### config.mk
export PLATFORM = sky130hd
export DESIGN_NAME = wb_posted_write_buffer
export DESIGN_NICKNAME = d
export VERILOG_FILES = /design/src/rtl/wb_posted_write_buffer.sv
export SDC_FILE = /design/constraint.sdc
export NUM_CORES = 1
export LEC_CHECK = 0
export CAP_MARGIN = 0
export CELL_PAD_IN_SITES_DETAIL_PLACEMENT = 0
export CELL_PAD_IN_SITES_GLOBAL_PLACEMENT = 1
export CORE_MARGIN = 4
export CORE_UTILIZATION = 58
export CTS_CLUSTER_DIAMETER = 50
export DETAILED_ROUTE_END_ITERATION = 7
export DONT_BUFFER_PORTS = 1
export GPL_TIMING_DRIVEN = 0
export PLACE_DENSITY = 0.85
export SYNTH_ARGS = -nofsm -noshare
export SYNTH_HDL_FRONTEND = slang
export SYNTH_SLANG_ARGS = --single-unit
### constraint.sdc
create_clock -name clk -period 6.92 [get_ports clk]
set_input_delay 1.384 -clock clk [delete_from_list [all_inputs] [get_ports clk]]
set_output_delay 1.384 -clock clk [all_outputs]
set_load 0.01 [all_outputs]
### src/rtl/wb_posted_write_buffer.sv
// Posted-write buffer between a Wishbone master and an arbitrator master port.
// Writes are acked at once and queued; reads wait for the queue to drain, then pass through.
module wb_posted_write_buffer #(
  parameter int unsigned FIFO_AW   = 2,
  parameter int unsigned MAX_BURST = 8
) (
  input  logic               clk,
  input  logic               rst,
  input  logic               s_we_i,
  input  logic               s_cyc_i,
  input  logic               s_stb_i,
  input  logic [3:0]         s_sel_i,
  input  logic [31:0]        s_adr_i,
  input  logic [31:0]        s_dat_i,
  output logic [31:0]        s_dat_o,
  output logic               s_ack_o,
  output logic               s_int_o,
  output logic               m_we_o,
  output logic               m_cyc_o,
  output logic               m_stb_o,
  output logic [3:0]         m_sel_o,
  output logic [31:0]        m_adr_o,
  output logic [31:0]        m_dat_o,
  input  logic [31:0]        m_dat_i,
  input  logic               m_ack_i,
  input  logic               m_int_i,
  output logic [FIFO_AW:0]   fifo_count
);

  localparam int unsigned Depth  = 2 ** FIFO_AW;
  localparam int unsigned BurstW = $clog2(MAX_BURST + 1);
  localparam logic [FIFO_AW:0] FullCnt = (FIFO_AW + 1)'(Depth);
  localparam logic [FIFO_AW:0] OneCnt  = (FIFO_AW + 1)'(1);
  localparam logic [BurstW-1:0] BurstMax = BurstW'(MAX_BURST);

  typedef enum logic [2:0] {StIdle, StWr, StGap, StRd, StRdAck} state_e;

  state_e              state_q, state_d;
  logic [67:0]         mem_q [Depth];
  logic [FIFO_AW-1:0]  wr_ptr_q, rd_ptr_q;
  logic [FIFO_AW:0]    count_q, count_d;
  logic [BurstW-1:0]   burst_q, burst_d;
  logic [31:0]         rd_adr_q, s_dat_q;
  logic [3:0]          rd_sel_q;
  logic                rd_live_q, s_ack_q, s_int_q;

  logic        full, empty, in_rd, push, pop, rd_pending, rd_start, rd_deliver;
  logic [67:0] head;

  assign full       = (count_q == FullCnt);
  assign empty      = (count_q == '0);
  assign in_rd      = (state_q == StRd) || (state_q == StRdAck);
  assign push       = s_cyc_i & s_stb_i & s_we_i & ~s_ack_q & ~full & ~in_rd;
  assign rd_pending = s_cyc_i & s_stb_i & ~s_we_i & ~s_ack_q;
  // Read data goes upstream only if the master kept its cycle for the whole read.
  assign rd_deliver = (state_q == StRd) & m_ack_i & rd_live_q & s_cyc_i;
  assign head       = mem_q[rd_ptr_q];

  always_comb begin
    state_d  = state_q;
    burst_d  = burst_q;
    pop      = 1'b0;
    rd_start = 1'b0;
    unique case (state_q)
      StIdle: begin
        if (!empty) begin
          state_d = StWr;
        end else if (rd_pending) begin
          state_d  = StRd;
          rd_start = 1'b1;
        end
      end
      StWr: begin
        if (m_ack_i) begin
          pop     = 1'b1;
          burst_d = burst_q + BurstW'(1);
          if (burst_d == BurstMax) begin
            state_d = StGap;
          end else if (count_q == OneCnt && !push) begin
            state_d = StIdle;
            burst_d = '0;
          end
        end
      end
      StGap: begin
        // Single release cycle; resume draining directly so cyc drops for exactly one cycle.
        burst_d = '0;
        state_d = empty ? StIdle : StWr;
      end
      StRd: begin
        if (m_ack_i) state_d = StRdAck;
      end
      StRdAck: state_d = StIdle;
      default: state_d = StIdle;
    endcase
  end

  always_comb begin
    count_d = count_q;
    if (push && !pop) count_d = count_q + OneCnt;
    else if (pop && !push) count_d = count_q - OneCnt;
  end

  always_comb begin
    m_cyc_o = 1'b0;
    m_stb_o = 1'b0;
    m_we_o  = 1'b0;
    m_sel_o = '0;
    m_adr_o = '0;
    m_dat_o = '0;
    if (state_q == StWr) begin
      m_cyc_o = 1'b1;
      m_stb_o = 1'b1;
      m_we_o  = 1'b1;
      m_sel_o = head[67:64];
      m_adr_o = head[63:32];
      m_dat_o = head[31:0];
    end else if (state_q == StRd) begin
      m_cyc_o = 1'b1;
      m_stb_o = 1'b1;
      m_sel_o = rd_sel_q;
      m_adr_o = rd_adr_q;
    end
  end

  always_ff @(posedge clk) begin
    if (push) mem_q[wr_ptr_q] <= {s_sel_i, s_adr_i, s_dat_i};
  end

  always_ff @(posedge clk or negedge rst) begin
    if (!rst) begin
      state_q   <= StIdle;
      wr_ptr_q  <= '0;
      rd_ptr_q  <= '0;
      count_q   <= '0;
      burst_q   <= '0;
      rd_adr_q  <= '0;
      rd_sel_q  <= '0;
      rd_live_q <= 1'b0;
      s_dat_q   <= '0;
      s_ack_q   <= 1'b0;
      s_int_q   <= 1'b0;
    end else begin
      state_q <= state_d;
      count_q <= count_d;
      burst_q <= burst_d;
      s_ack_q <= push | rd_deliver;
      s_int_q <= m_int_i;
      if (push) wr_ptr_q <= wr_ptr_q + 1'b1;
      if (pop)  rd_ptr_q <= rd_ptr_q + 1'b1;
      if (rd_start) begin
        rd_adr_q  <= s_adr_i;
        rd_sel_q  <= s_sel_i;
        rd_live_q <= 1'b1;
      end else if (state_q == StRd && !s_cyc_i) begin
        rd_live_q <= 1'b0;
      end
      if (rd_deliver) s_dat_q <= m_dat_i;
    end
  end

  assign s_dat_o    = s_dat_q;
  assign s_ack_o    = s_ack_q;
  assign s_int_o    = s_int_q;
  assign fifo_count = count_q;

endmodule
==> results.py, run 1 <==
metrics = {
    "yosys": {
        "synth-edff-count": 272,
        "seq_area_frac_synth": 0.724,
        "syn_inst": 720,
        "ys_types": 44,
        "synth.net_count": 837,
        "ys.flop_type": "edfxtp_1",
        "yosys_warnings": 0,
        "syn_avg_cell_area_um2": 19.8,
        "syn-cell-area_mm2": 0.0142,
        "ys_ff_latch": 357,
        "synth-async-reset-ratio": 0.238,
    },
    "worst_hold_path": {
        "worstHoldPathType": "flop to flop",
        "hp-start": "rd_adr_q[0]",
        "min_path_cells": 1,
        "whs_endpoint": "rd_adr_q[0]",
    },
    "global_routing": {
        "grt_max_degree": 86,
        "grt_pass1_wl_mm": 42.2,
        "grt_pass1_vias": 7195,
        "grt_overflow_total": 0,
        "gr-usage-all-layers": 0.205,
        "antenna_found_initial": 0,
    },
    "floorplanning": {
        "core_mm2": 0.0242,
        "die_area_mm2": 0.0271,
        "fp.dieW_um": 165,
        "top_level_ports": 215,
        "die_y_um": 165,
        "initial_core_util": 0.587,
        "num_rows": 57,
    },
    "drt": {
        "dr.pass1.iters": 5,
        "first_iter_violations": 427,
        "vias": 6570,
        "routedWlPerCell_um": 24.9,
        "remaining_drc_errors": 0,
        "vias_per_cell": 5.91,
        "finalWirelength_mm": 27.7,
        "drtAntennaViolNets": 0,
    },
    "sta": {
        "period_needed_ps": 3890,
        "rsz0062_at_grt": "no",
        "relSlewSlack": 0.386,
        "post-route-period-util": 0.562,
        "fin_tns_setup_ps": 0,
        "fmax_ghz": 0.257,
        "clock_skew_ps": 16.0,
        "setup-violations-final": 0,
        "worst_slew_pin_slew_ps": 914,
        "hold_viol_final": 0,
        "slew_viol_final": 0,
    },
    "cells_and_area": {
        "antenna_cells": 0,
        "fill_cells": 1591,
        "syn_to_final_growth_pct": 11.7,
        "final_common_cell": "edfxtp_1",
        "layout.nets": 879,
        "drive_gt1_frac": 0.291,
        "final_cell_mix": "272 x edfxtp_1, 85 x dfrtp_1, 68 x mux4_2, 39 x nor2_1, 39 x mux2_2",
        "utilization": 0.655,
    },
    "job": {
        "cap_violations": 0,
    },
    "power": {
        "p_leak_nw": 5.67,
        "total_power_mw": 6.07,
        "p_per_area_mw_per_mm2": 382,
        "ir_worst_vdd_mv": 0.382,
    },
    "clock_tree": {
        "cts_hold_buf": 0,
        "cts_tree": "yes",
        "ctsResizeCount": 0,
        "clockBufferDepth": 3,
        "htreeDepth": 2,
        "cts_made_buffers": 36,
        "cts_sinks": 357,
        "cts_root_buffer": "clkbuf_16",
        "clk_pin_slew_worst_paths_ps": 60,
        "clock_latency_ps": 510,
        "cts_setup_buffers": 0,
    },
    "critical_path": {
        "start_kind": "flop",
        "required_ps": 5540,
        "cp-end-kind": "output port",
        "worstPathMaxFanout": 10,
        "r2r_start": "fifo_count[1]",
        "reg2reg_to": "mem_q[3][25]",
        "reg2regPathDepth": 6,
        "rrSetupSlack_ps": 3870,
        "crit_type": "flop to output port",
        "arrival_ps": 2500,
    },
    "placed_design": {
        "dp_hpwl_mm": 17.9,
        "gp_congestion": 0.734,
        "io_buffer_count": 0,
    },
    "status": {
        "status": "finished clean",
    },
}
==> metrics by stage <==
step,hold slack [ps],instance area (um^2),worst slack [ps],cells
detailed placement,494,14700,3210,1048
finish,504,15900,3030,1111
CTS,507,15900,2950,1111
global route,521,15900,2830,1111
floorplan,471,14200,2760,720
global placement,487,14600,1320,1044
==> worst max path at each step <==
stage / start / end / slack, ps / cells past startpoint
3_5_place_dp: s_cyc_i / mem_q[3][25] / 3210 / 4
4_1_cts: rd_ptr_q[0] / m_adr_o[15] / 2950 / 5
2_1_floorplan: s_cyc_i / mem_q[0][0] / 2760 / 3
5_1_grt: rd_ptr_q[0] / m_adr_o[7] / 2830 / 5
3_3_place_gp: s_cyc_i / mem_q[1][28] / 1320 / 3
6_report: rd_ptr_q[0] / m_adr_o[15] / 3030 / 5
==> synth_stat cells, types with 3 or more instances <==
library cell,number,area (um^2)
edfxtp_1,272,8170
dfrtp_1,85,2130
mux4_2,68,1530
mux2_2,39,439
nor2_1,39,146
mux2i_1,37,370
nor2b_1,33,206
mux2_4,29,435
buf_2,17,85.1
clkbuf_1,16,60.1
ha_1,10,125
inv_1,9,33.8
nand2_1,9,33.8
o21ai_0,7,35.0
and2_1,4,25.0
nand3_1,4,20.0
xnor2_1,4,35.0
a21oi_1,3,15.0
==> power by group <==
part	switching, mW	leakage [nW]	internal [mW]
combinational	0.893	1.51	0.666
clock	0.764	0.560	1.11
sequential	0.118	3.60	2.53
total	1.77	5.67	4.30
==> layer usage <==
| layer | routed length [um] | global-route usage | up-vias |
|---|---|---|---|
| li1 | - | - | 2885 |
| met1 | 10700 | 0.263 | 3396 |
| met2 | 13800 | 0.343 | 257 |
| met3 | 2760 | 0.0736 | 32 |
| met4 | 406 | 0.0461 | 0 |
| met5 | 0 | 0 | - |
==> critical path, cell delays in order (launching register included) <==
cell and delay [ps]:
dfrtp_1 320, clkbuf_1 370, buf_2 440, mux4_2 560
mux2i_1 180, nor2_1 130
==> layout make-up <==
class / count / area, um^2 / area share
timing repair buffer: 4 / 110 / 0.00693
multi-input combinational: 315 / 3680 / 0.232
inverter: 10 / 37.5 / 0.00236
sequential: 357 / 10300 / 0.648
clock buffer: 47 / 973 / 0.0613
clock inverter: 16 / 163 / 0.0102
buffer: 38 / 219 / 0.0138
tap: 324 / 405 / 0.0255
==> state kept, by name, indices dropped and copies added (netlist names) <==
name and flops:
rd_adr_q 32, rd_live_q 1, mem_q 272, s_dat_o 32, s_ack_o 1, burst_q 4
rd_sel_q 4, s_int_o 1, rd_ptr_q 2, state_q 3, fifo_count 3, wr_ptr_q 2
==> kinds of logic after synthesis <==
| logic type | share of synthesized area |
|---|---|
| AO/OA/AOI/OAI | 0.00959 |
| XOR/XNOR | 0.00369 |
| adder cells (fa/ha/maj) | 0.00880 |
| buffers and inverters | 0.0180 |
| flip-flops | 0.724 |
| multiplexers | 0.195 |
| AND/OR/NAND/NOR | 0.0409 |
Power figures use the tool's default switching activity.
==> run 2, diff against run 1 <==
--- a/config.mk
+++ b/config.mk
@@ -9,12 +9,12 @@
 export CELL_PAD_IN_SITES_DETAIL_PLACEMENT = 0
 export CELL_PAD_IN_SITES_GLOBAL_PLACEMENT = 1
 export CORE_MARGIN = 4
-export CORE_UTILIZATION = 58
+export CORE_UTILIZATION = 54
 export CTS_CLUSTER_DIAMETER = 50
 export DETAILED_ROUTE_END_ITERATION = 7
 export DONT_BUFFER_PORTS = 1
 export GPL_TIMING_DRIVEN = 0
-export PLACE_DENSITY = 0.85
+export PLACE_DENSITY = 0.8
 export SYNTH_ARGS = -nofsm -noshare
 export SYNTH_HDL_FRONTEND = slang
 export SYNTH_SLANG_ARGS = --single-unit
==> constraint.sdc (replaced) <==
create_clock -name clk -period 4 [get_ports clk]
set_input_delay 0.8 -clock clk [delete_from_list [all_inputs] [get_ports clk]]
set_output_delay 0.8 -clock clk [all_outputs]
set_load 0.01 [all_outputs]
==> run 2 against run 1 <==
Power rose by 76%. Largest cell class unchanged. First-iteration DRC count decreased by 18%. Final area increased by 0.73%. Global-route usage shrank 1.3 points. Critical path depth stayed put. Combinational power is 76% higher. Critical endpoint is now m_dat_o[4]. Clock skew grew 1.4 ps. Clock power grew 80%. Sequential share of layout area down 0.47 points. Cell count is 1.6% higher. Critical path type unchanged. Routed wire length rose by 0.69%.
==> results.py, run 2 (synthesis gave the netlist of run 1 again) <==
metrics = {
    "placed_design": {
        "pre_cts_ws_ps": 901,
        "dp_hpwl_mm": 18.1,
        "place_area_mm2": 0.0148,
        "gp_congestion": 0.756,
        "dp.cells": 1059,
        "io_buffer_count": 0,
    },
    "critical_path": {
        "reg2regPathDepth": 6,
        "r2r_start": "fifo_count[0]",
        "required_ps": 3200,
        "rrSetupSlack_ps": 1030,
        "arrival_ps": 2510,
        "worstPathMaxFanout": 10,
        "crit_type": "flop to output port",
        "start_kind": "flop",
        "reg2reg_to": "mem_q[0][26]",
        "cp-end-kind": "output port",
    },
    "sta": {
        "clock_skew_ps": 17.3,
        "post-route-period-util": 0.828,
        "slew_viol_final": 0,
        "fmax_ghz": 0.302,
        "hold_viol_final": 0,
        "worst_slew_pin_slew_ps": 838,
        "relSlewSlack": 0.441,
        "period_needed_ps": 3310,
        "setup-violations-final": 0,
        "rsz0062_at_grt": "no",
        "final.setup.worst_slack_ps": 686,
    },
    "global_routing": {
        "grt_overflow_total": 0,
        "grt_pass1_vias": 7289,
        "grt_max_degree": 86,
        "grt_pass1_wl_mm": 42.7,
        "antenna_found_initial": 0,
        "gr-usage-all-layers": 0.193,
    },
    "floorplanning": {
        "initial_core_util": 0.547,
        "die_area_mm2": 0.0290,
        "core_mm2": 0.0260,
        "top_level_ports": 215,
        "fp.dieW_um": 170,
        "die_y_um": 170,
        "num_rows": 59,
    },
    "cells_and_area": {
        "final_cells": 1129,
        "fill_cells": 1848,
        "layout.nets": 882,
        "top_register": "mem_q",
        "final_cell_mix": "272 x edfxtp_1, 85 x dfrtp_1, 68 x mux4_2",
        "syn_to_final_growth_pct": 12.5,
        "largest_reg_flops": 272,
        "drive_gt1_frac": 0.291,
        "utilization": 0.616,
        "final_common_cell": "edfxtp_1",
        "fin_area_mm2": 0.0160,
        "antenna_cells": 0,
    },
    "drt": {
        "remaining_drc_errors": 0,
        "routedWlPerCell_um": 24.7,
        "vias": 6574,
        "first_iter_violations": 352,
        "vias_per_cell": 5.82,
        "dr.pass1.iters": 5,
        "drtAntennaViolNets": 0,
        "finalWirelength_mm": 27.9,
    },
    "clock_tree": {
        "clock_latency_ps": 510,
        "clk_pin_slew_worst_paths_ps": 60,
        "cts_sinks": 357,
        "cts_setup_buffers": 0,
        "cts_hold_buf": 1,
        "clockBufferDepth": 3,
        "cts_root_buffer": "clkbuf_16",
        "cts_tree": "yes",
        "htreeDepth": 2,
        "cts_made_buffers": 38,
        "ctsResizeCount": 0,
    },
    "job": {
        "cap_violations": 0,
    },
    "power": {
        "total_power_mw": 10.7,
        "ir_worst_vdd_mv": 0.511,
        "p_per_area_mw_per_mm2": 668,
        "p_leak_nw": 5.72,
    },
    "status": {
        "status": "finished clean",
    },
    "worst_hold_path": {
        "worstHoldPathType": "primary input to async pin",
    },
}
[run 2: cell types whose count changed in the layout (fill, tap and decap cells not counted), sizes merged]
| cell | delta |
|---|---|
| clkbuf | +7 |
| buf | +1 |
| clkinv | -1 |
| clkinvlp | -1 |
| inv | +1 |
[run 2: worst max-delay path by stage]
| stage | start | cells after the start | end |
|---|---|---|---|
| final | rd_ptr_q[1] | 5 | m_dat_o[4] |
| after detailed placement | s_cyc_i | 4 | mem_q[0][26] |
| after floorplan | s_cyc_i | 3 | mem_q[0][0] |
| after global placement | s_cyc_i | 3 | mem_q[3][28] |
| after CTS | rd_ptr_q[0] | 5 | m_adr_o[16] |
| after global routing | rd_ptr_q[0] | 5 | m_adr_o[20] |
[run 2: area by class of cell]
| class | count | area, um^2 | share of cell area |
|---|---|---|---|
| buffer | 38 | 219 | 0.0137 |
| tap | 335 | 419 | 0.0262 |
| clock buffer | 54 | 1060 | 0.0664 |
| multi-input combinational | 315 | 3680 | 0.230 |
| timing repair buffer | 5 | 130 | 0.00813 |
| inverter | 10 | 37.5 | 0.00235 |
| sequential | 357 | 10300 | 0.643 |
| clock inverter | 15 | 156 | 0.00977 |
[run 2: power by group]
| group | switching (mW) | leakage (nW) | internal, mW |
|---|---|---|---|
| Clock | 1.32 | 0.598 | 2.05 |
| Combinational | 1.59 | 1.52 | 1.15 |
| Sequential | 0.194 | 3.60 | 4.37 |
[run 2: worst max-delay path: stages, from the launching register on]
cell and delay (ps):
dfrtp_1 310, buf_2 180, buf_2 340, clkbuf_1 540, mux4_2 320, nor2b_1 310
[run 2: metal layers]
metal / routed length (um) / vias to the layer above / global-route usage / share of wire
met3: 2890 / 36 / 0.0739 / 0.10
li1: - / 2901 / - / -
met2: 13600 / 253 / 0.314 / 0.49
met4: 401 / 0 / 0.0451 / 0.014
met1: 10900 / 3384 / 0.250 / 0.39
met5: 0 / - / 0 / 0
[run 2: through the flow]
stage	TNS (ps)	hold slack (ps)
final	0	154
after detailed placement	0	493
after CTS	0	211
after floorplan	0	471
after global placement	-279470	488
after global routing	0	172
